## config.mk

```make
export PLATFORM = sky130hd
export DESIGN_NAME = if_id_stage
export DESIGN_NICKNAME = d
export VERILOG_FILES = /design/src/rtl/if_id_stage.sv
export SDC_FILE = /design/constraint.sdc
export NUM_CORES = 1
export LEC_CHECK = 0
export CORE_MARGIN = 4
export CORE_UTILIZATION = 46
export DETAILED_ROUTE_END_ITERATION = 12
export PLACE_DENSITY = 0.88
export SYNTH_ARGS = -nofsm -noshare
export SYNTH_HDL_FRONTEND = slang
export SYNTH_SLANG_ARGS = --single-unit
export TNS_END_PERCENT = 20
```

## constraint.sdc

```tcl
create_clock -name Clk -period 4.4 [get_ports Clk]
set_input_delay 0.88 -clock Clk [delete_from_list [all_inputs] [get_ports Clk]]
set_output_delay 0.88 -clock Clk [all_outputs]
set_load 0.02 [all_outputs]
```

## src/rtl/if_id_stage.sv

```systemverilog
// Fetch stage: PC register, instruction memory addressing and the IF/ID register.
// Redirects bubble IF/ID; saturating stall and flush counters are kept for debug.
module if_id_stage #(
    parameter logic [31:0] RESET_PC = 32'h0000_0000,
    parameter int          CNT_W    = 16
) (
    input  logic             Clk,
    input  logic             Rst_n,
    input  logic             HDU_Stall,
    input  logic             HDU_IFIDHold,
    input  logic             Branch_Taken,
    input  logic [31:0]      Branch_Target,
    input  logic             Jump,
    input  logic [31:0]      Jump_Target,
    input  logic [31:0]      IMem_Instr,
    input  logic             IMem_Ready,
    output logic [31:0]      IMem_Addr,
    output logic [31:0]      PC,
    output logic [31:0]      IFID_Instr,
    output logic [31:0]      IFID_PCPlus4,
    output logic             IFID_Valid,
    output logic [31:0]      IFID_AddressRs,
    output logic [31:0]      IFID_AddressRt,
    output logic [CNT_W-1:0] StallCount,
    output logic [CNT_W-1:0] FlushCount
);

    logic [31:0]      r_pc;
    logic [31:0]      r_instr;
    logic [31:0]      r_pcplus4;
    logic             r_valid;
    logic [CNT_W-1:0] r_stall_cnt;
    logic [CNT_W-1:0] r_flush_cnt;

    logic             w_redirect;
    logic [31:0]      w_target;
    logic [31:0]      w_pc_plus4;
    logic             w_stall_sat;
    logic             w_flush_sat;

    assign w_redirect  = Branch_Taken | Jump;
    assign w_target    = (Branch_Taken ? Branch_Target : Jump_Target) & ~32'h3;
    assign w_pc_plus4  = r_pc + 32'd4;
    assign w_stall_sat = (r_stall_cnt == {CNT_W{1'b1}});
    assign w_flush_sat = (r_flush_cnt == {CNT_W{1'b1}});

    always_ff @(posedge Clk or negedge Rst_n) begin
        if (!Rst_n) begin
            r_pc        <= RESET_PC;
            r_instr     <= '0;
            r_pcplus4   <= '0;
            r_valid     <= 1'b0;
            r_stall_cnt <= '0;
            r_flush_cnt <= '0;
        end else if (w_redirect) begin
            r_pc      <= w_target;
            r_instr   <= '0;
            r_pcplus4 <= '0;
            r_valid   <= 1'b0;
            if (!w_flush_sat) begin
                r_flush_cnt <= r_flush_cnt + 1'b1;
            end
        end else if (HDU_Stall) begin
            // PC is frozen, so reloading IF/ID here just refetches the same word
            if (!HDU_IFIDHold) begin
                r_instr   <= IMem_Instr;
                r_pcplus4 <= w_pc_plus4;
                r_valid   <= 1'b1;
            end
            if (!w_stall_sat) begin
                r_stall_cnt <= r_stall_cnt + 1'b1;
            end
        end else if (!IMem_Ready) begin
            if (!HDU_IFIDHold) begin
                r_instr   <= '0;
                r_pcplus4 <= '0;
                r_valid   <= 1'b0;
            end
        end else begin
            r_pc <= w_pc_plus4;
            if (!HDU_IFIDHold) begin
                r_instr   <= IMem_Instr;
                r_pcplus4 <= w_pc_plus4;
                r_valid   <= 1'b1;
            end
        end
    end

    assign IMem_Addr      = r_pc;
    assign PC             = r_pc;
    assign IFID_Instr     = r_instr;
    assign IFID_PCPlus4   = r_pcplus4;
    assign IFID_Valid     = r_valid;
    // Bubbles carry a zero word, so the hazard unit sees register 0 here
    assign IFID_AddressRs = {27'b0, r_instr[25:21]};
    assign IFID_AddressRt = {27'b0, r_instr[20:16]};
    assign StallCount     = r_stall_cnt;
    assign FlushCount     = r_flush_cnt;

endmodule

```

==> flow_summary.toml, run 1 <==
[synth]
yosysTopAreaCell = "dfrtp_1"
yosysSeqAreaShare_pct = 44.2
synth.distinct_cells = 60
avgSynthCellArea_um2 = 9.53
synth.most_common_cell = "dfrtp_1"
synth_area_leaders = "dfrtp_1 44%, buf_4 10%, xnor2_1 6.1%"
synth_seq_cells = 127
ys.flop_type = "dfrtp_1"
async_flop_share_pct = 100
syn_inst = 755
syn_area_mm2 = 0.00720
synth_top_area_share_pct = 44.2
synth_commonest_cells = "127 x dfrtp_1, 99 x buf_4, 74 x nand2_1"
synth_edf_count = 0
yosys_warnings = 0

[clocking]
h-tree-depth = 4
clock_latency_ps = 410
cts_tree = "yes"
cts_setup_buffers = 0
cts.sinks = 127
clock_path_buffers = 2
cts_resized = 0
cts_hold_buf = 0
path_clk_slew_ps = 60
cts_buffers = 17
root_buffer = "clkbuf_16"

[layout]
final_area_mm2 = 0.0101
fin_util_pct = 66.1
nets = 1070
drive_above_1_share_pct = 6.86
area_growth_pct = 40.2
fin_cells = 1188
antennaDiodeCount = 0

[sta]
drv_slew = 0
clock.fmax_mhz = 323
finalCritPeriodShare_pct = 70.3
holdWs_ps = 476
fin_crit_ps = 3090
setup_tns_ps = 0
hold_viol_final = 0
finClkSkew_ps = 8.59
fin_ws_ps = 1310
rsz0062_at_grt = "false"
worstMarginPinSlew_ps = 1100
maxSlewHeadroom_pct = 24.8
setup_viol = 0

[die]
core_area_mm2 = 0.0153
die_x_um = 133
rows = 45
die_height_um = 133
ioPinCount = 328
die_area_mm2 = 0.0177
start_util_pct = 47.2

[drt]
drcViolationCount = 0
vias = 6437
routed_via_density = 5.42
drt_iter0_drc = 460
dr.pass1.iters = 5
wirelength_mm = 23.3
avgRoutedWirePerCell_um = 19.6
detail-route-antenna-nets = 0

[grt]
grt_start_max_net_pins = 104
grt_pass1_vias = 6303
antenna_found_initial = 0
grt_pass1_wl_mm = 36.1
grt-ovfl-total = 0
grtUsageTotal_pct = 25.8

[place]
place_inst = 1156
io_buffers = 265
dp_hpwl_mm = 17.1
place_area_mm2 = 0.00951
place_ws_ps = 987
gp_congestion = 0.882

[worst_setup_path]
path_class = "flip-flop to flip-flop"
cp-start-kind = "flip-flop"
crit_required_ps = 4660
crit_path_max_fanout = 12
cp.arrival_ps = 3360
critPathCaptureType = "flip-flop"

[power_and_ir_drop]
power_mw = 3.88
leakage_nw = 4.13
powerDensity_mw_per_mm2 = 384
ir_drop_uv = 256

[flow_run]
cap_violations = 0

[worst_hold_path]
hp-class = "flip-flop to flip-flop"

[outcome]
status = "complete, no violations"
state kept, by name (all words and copies together), names as in the netlist:
register,flops
IFID_Valid,1
FlushCount,16
IMem_Addr,30
StallCount,16
IFID_Instr,32
IFID_PCPlus4,32
placed cells by master (no fill, tap or decap), types with 28 or more instances in the layout:
cell type	n
a21oi_1	35
o22ai_1	28
nor2_1	30
nand2_1	73
xnor2_1	50
conb_1	58
o21ai_0	38
a2bb2oi_1	33
dfrtp_1	127
clkdlybuf4s50_1	264
final cells by class:
type / count / area, um2
Clock inverter: 14 / 158
Tap cell: 211 / 264
Clock buffer: 18 / 429
Fill cell: 1210 / 5170
Timing Repair Buffer: 278 / 2750
Sequential cell: 127 / 3180
Multi-Input combinational cell: 531 / 3280
Inverter: 9 / 33.8
worst max-delay path, cell delays in order, from the launching register on:
cell and delay, ps:
dfrtp_1 570, ha_1 290, nand3_1 470, nor4_4 790, nand4_1 200, xor2_1 430, o221ai_1 200
worst paths after layout:
path | from | end | slack, ps | cells past startpoint
min in group asynchronous | Rst_n | IMem_Addr[21] | 570 | 1
worst min-delay path | IFID_PCPlus4[2] | IFID_PCPlus4[2] | 480 | 1
worst max-delay path | IMem_Addr[2] | IMem_Addr[26] | 1310 | 6
worst min register to register | IFID_PCPlus4[2] | IFID_PCPlus4[2] | 480 | 1
max in group asynchronous | Rst_n | IFID_Instr[22] | 2860 | 2
worst max register to register | IMem_Addr[2] | IMem_Addr[26] | 1310 | 6
per-layer routing:
| layer | vias to the layer above | GRT usage [%] | wire length (um) |
|---|---|---|---|
| met4 | 0 | 6.06 | 231 |
| met2 | 327 | 43.7 | 11700 |
| met1 | 3141 | 32.8 | 9270 |
| met5 | - | 0 | 0 |
| li1 | 2944 | - | - |
| met3 | 25 | 7.26 | 2130 |
power breakdown:
group	internal (mW)	switching (mW)
combinational	0.477	0.542
clock	0.841	0.557
sequential	1.28	0.181
cell families after synthesis:
| family | synth area share, % |
|---|---|
| xor+xnor | 8.64 |
| flops | 44.2 |
| compound gates | 16.6 |
| other cells | 0.0521 |
| fa+ha+maj | 0.522 |
| buf+inv | 13.4 |
| simple gates | 15.9 |
| mux | 0.765 |
No activity file was read; power rests on OpenSTA's default activity.
==> run 2, diff against run 1 <==
- CORE_UTILIZATION: 46 -> 38
- PLACE_DENSITY: 0.88 -> 0.77
- clock period: 4.4 -> 2.6 ns (I/O delays scaled with it)
==> run 2 against run 1 <==
Combinational power is 78% higher; final area is 3.5% higher; clock skew is 3.7 ps higher; setup slack worse by 1100 ps; core utilization is 10 points lower; largest power group is now the clock network; register-to-register slack worse by 1100 ps; critical path type unchanged; final cell count is 4.6% higher; sequential power is 66% higher; non-clock buffer count is 32 higher; first-iteration DRC count is 20% lower; global-route usage is 3.7 points lower; die area is 20% higher.
==> flow_summary.toml, run 2 (synthesis gave the netlist of run 1 again) <==
[die]
die_area_mm2 = 0.0212
core_area_mm2 = 0.0186
rows = 50
start_util_pct = 38.6
ioPinCount = 328
die_x_um = 146
die_height_um = 146

[drt]
routed_via_density = 5.18
detail-route-antenna-nets = 0
avgRoutedWirePerCell_um = 19.2
drcViolationCount = 0
dr.pass1.iters = 5
wirelength_mm = 23.8
drt_iter0_drc = 370
vias = 6443

[sta]
finClkSkew_ps = 12.3
maxSlewHeadroom_pct = 57.1
clock.fmax_mhz = 424
fin_crit_ps = 2360
worstMarginPinSlew_ps = 643
rsz0062_at_grt = "false"
finalCritPeriodShare_pct = 90.8
hold_viol_final = 0
setup_tns_ps = 0
drv_slew = 0
holdWs_ps = 98.5
setup_viol = 0

[clocking]
path_clk_slew_ps = 60
h-tree-depth = 4
root_buffer = "clkbuf_16"
clock_latency_ps = 420
cts_resized = 0
cts.sinks = 127
clock_path_buffers = 2
cts_tree = "yes"
cts_hold_buf = 0
cts_setup_buffers = 0
cts_buffers = 17

[worst_hold_path]
hp-class = "input pin to async pin"

[power_and_ir_drop]
power_mw = 6.72
powerDensity_mw_per_mm2 = 643
leakage_nw = 4.34
ir_drop_uv = 477

[worst_setup_path]
crit_path_max_fanout = 6
crit_family = "simple AND/OR/NAND/NOR gates"
path_class = "flip-flop to flip-flop"
cp.arrival_ps = 2650
critPathCaptureType = "flip-flop"
cp_slowest_stage_delay_ps = 630
crit_chain = "ha_1 -> nand3_1 -> or4_1 -> nor2_1 -> nor4bb_1 -> nor3_1"
crit_required_ps = 2890
critPathBufInv = 0
cp-start-kind = "flip-flop"
cp_slowest_cell = "or4_1"

[layout]
area_growth_pct = 45.1
antennaDiodeCount = 0
final_cell_mix = "264 x clkdlybuf4s50_1, 127 x dfrtp_1, 73 x nand2_1, 58 x conb_1, 50 x xnor2_1"
nets = 1102
drive_above_1_share_pct = 9.91
layout.cells.most_common = "clkdlybuf4s50_1"

[flow_run]
cap_violations = 0

[outcome]
status = "complete, no violations"

[grt]
grt_pass1_wl_mm = 37.2
antenna_found_initial = 0
grt_start_max_net_pins = 66
grt-ovfl-total = 0
grtUsageTotal_pct = 22.1
grt_pass1_vias = 6479

[place]
dp_hpwl_mm = 18.2
gp_congestion = 0.858
io_buffers = 265
==> run 2: worst register-to-register path, delay by kind of cell, from the launching register on <==
family | cells | cell delay, ps
fa+ha+maj | 1 | 270
flops | 1 | 490
simple gates | 5 | 1490
==> run 2: worst paths after layout <==
kind | from | endpoint | slack, ps | cells after the start
max in group asynchronous | Rst_n | IFID_PCPlus4[12] | 1780 | 2
setup reg to reg | IMem_Addr[3] | IFID_PCPlus4[20] | 240 | 6
hold / removal | Rst_n | FlushCount[8] | 100 | 1
hold reg to reg | IFID_PCPlus4[8] | IFID_PCPlus4[8] | 470 | 1
min in group Clk | IFID_PCPlus4[8] | IFID_PCPlus4[8] | 470 | 1
setup / recovery | IMem_Addr[3] | IFID_PCPlus4[20] | 240 | 6
==> run 2: power breakdown <==
group	switching (mW)	total, mW	internal [mW]	leakage (nW)
sequential	0.251	2.42	2.17	1.65
clock	0.947	2.47	1.53	0.297
combinational	0.964	1.82	0.858	2.39
total	2.16	6.72	4.56	4.34
==> run 2: area by class of cell <==
cell class,count,area (um2)
timing repair buffer,310,3050
sequential,127,3180
fill,1676,8200
inverter,9,33.8
clock inverter,14,178
multi-input combinational,531,3280
clock buffer,18,429
tap,234,293
==> run 2: layer usage <==
layer | routed length, um | part of all wire [%] | global-route usage (%)
met1 | 10000 | 42 | 27.9
met2 | 11100 | 47 | 35.4
met3 | 2250 | 9.4 | 8.88
met4 | 409 | 1.7 | 5.98
met5 | 0 | 0 | 0
==> run 2: metrics by stage <==
stage	setup WS [ps]	utilization (%)	area, um2	std cells
after floorplan	397	-	7410	812
after global placement	236	52.8	9840	1211
final	239	56.0	10400	1243
after CTS	251	56.0	10400	1243
after global routing	79.7	56.0	10400	1243
after detailed placement	215	52.8	9840	1211
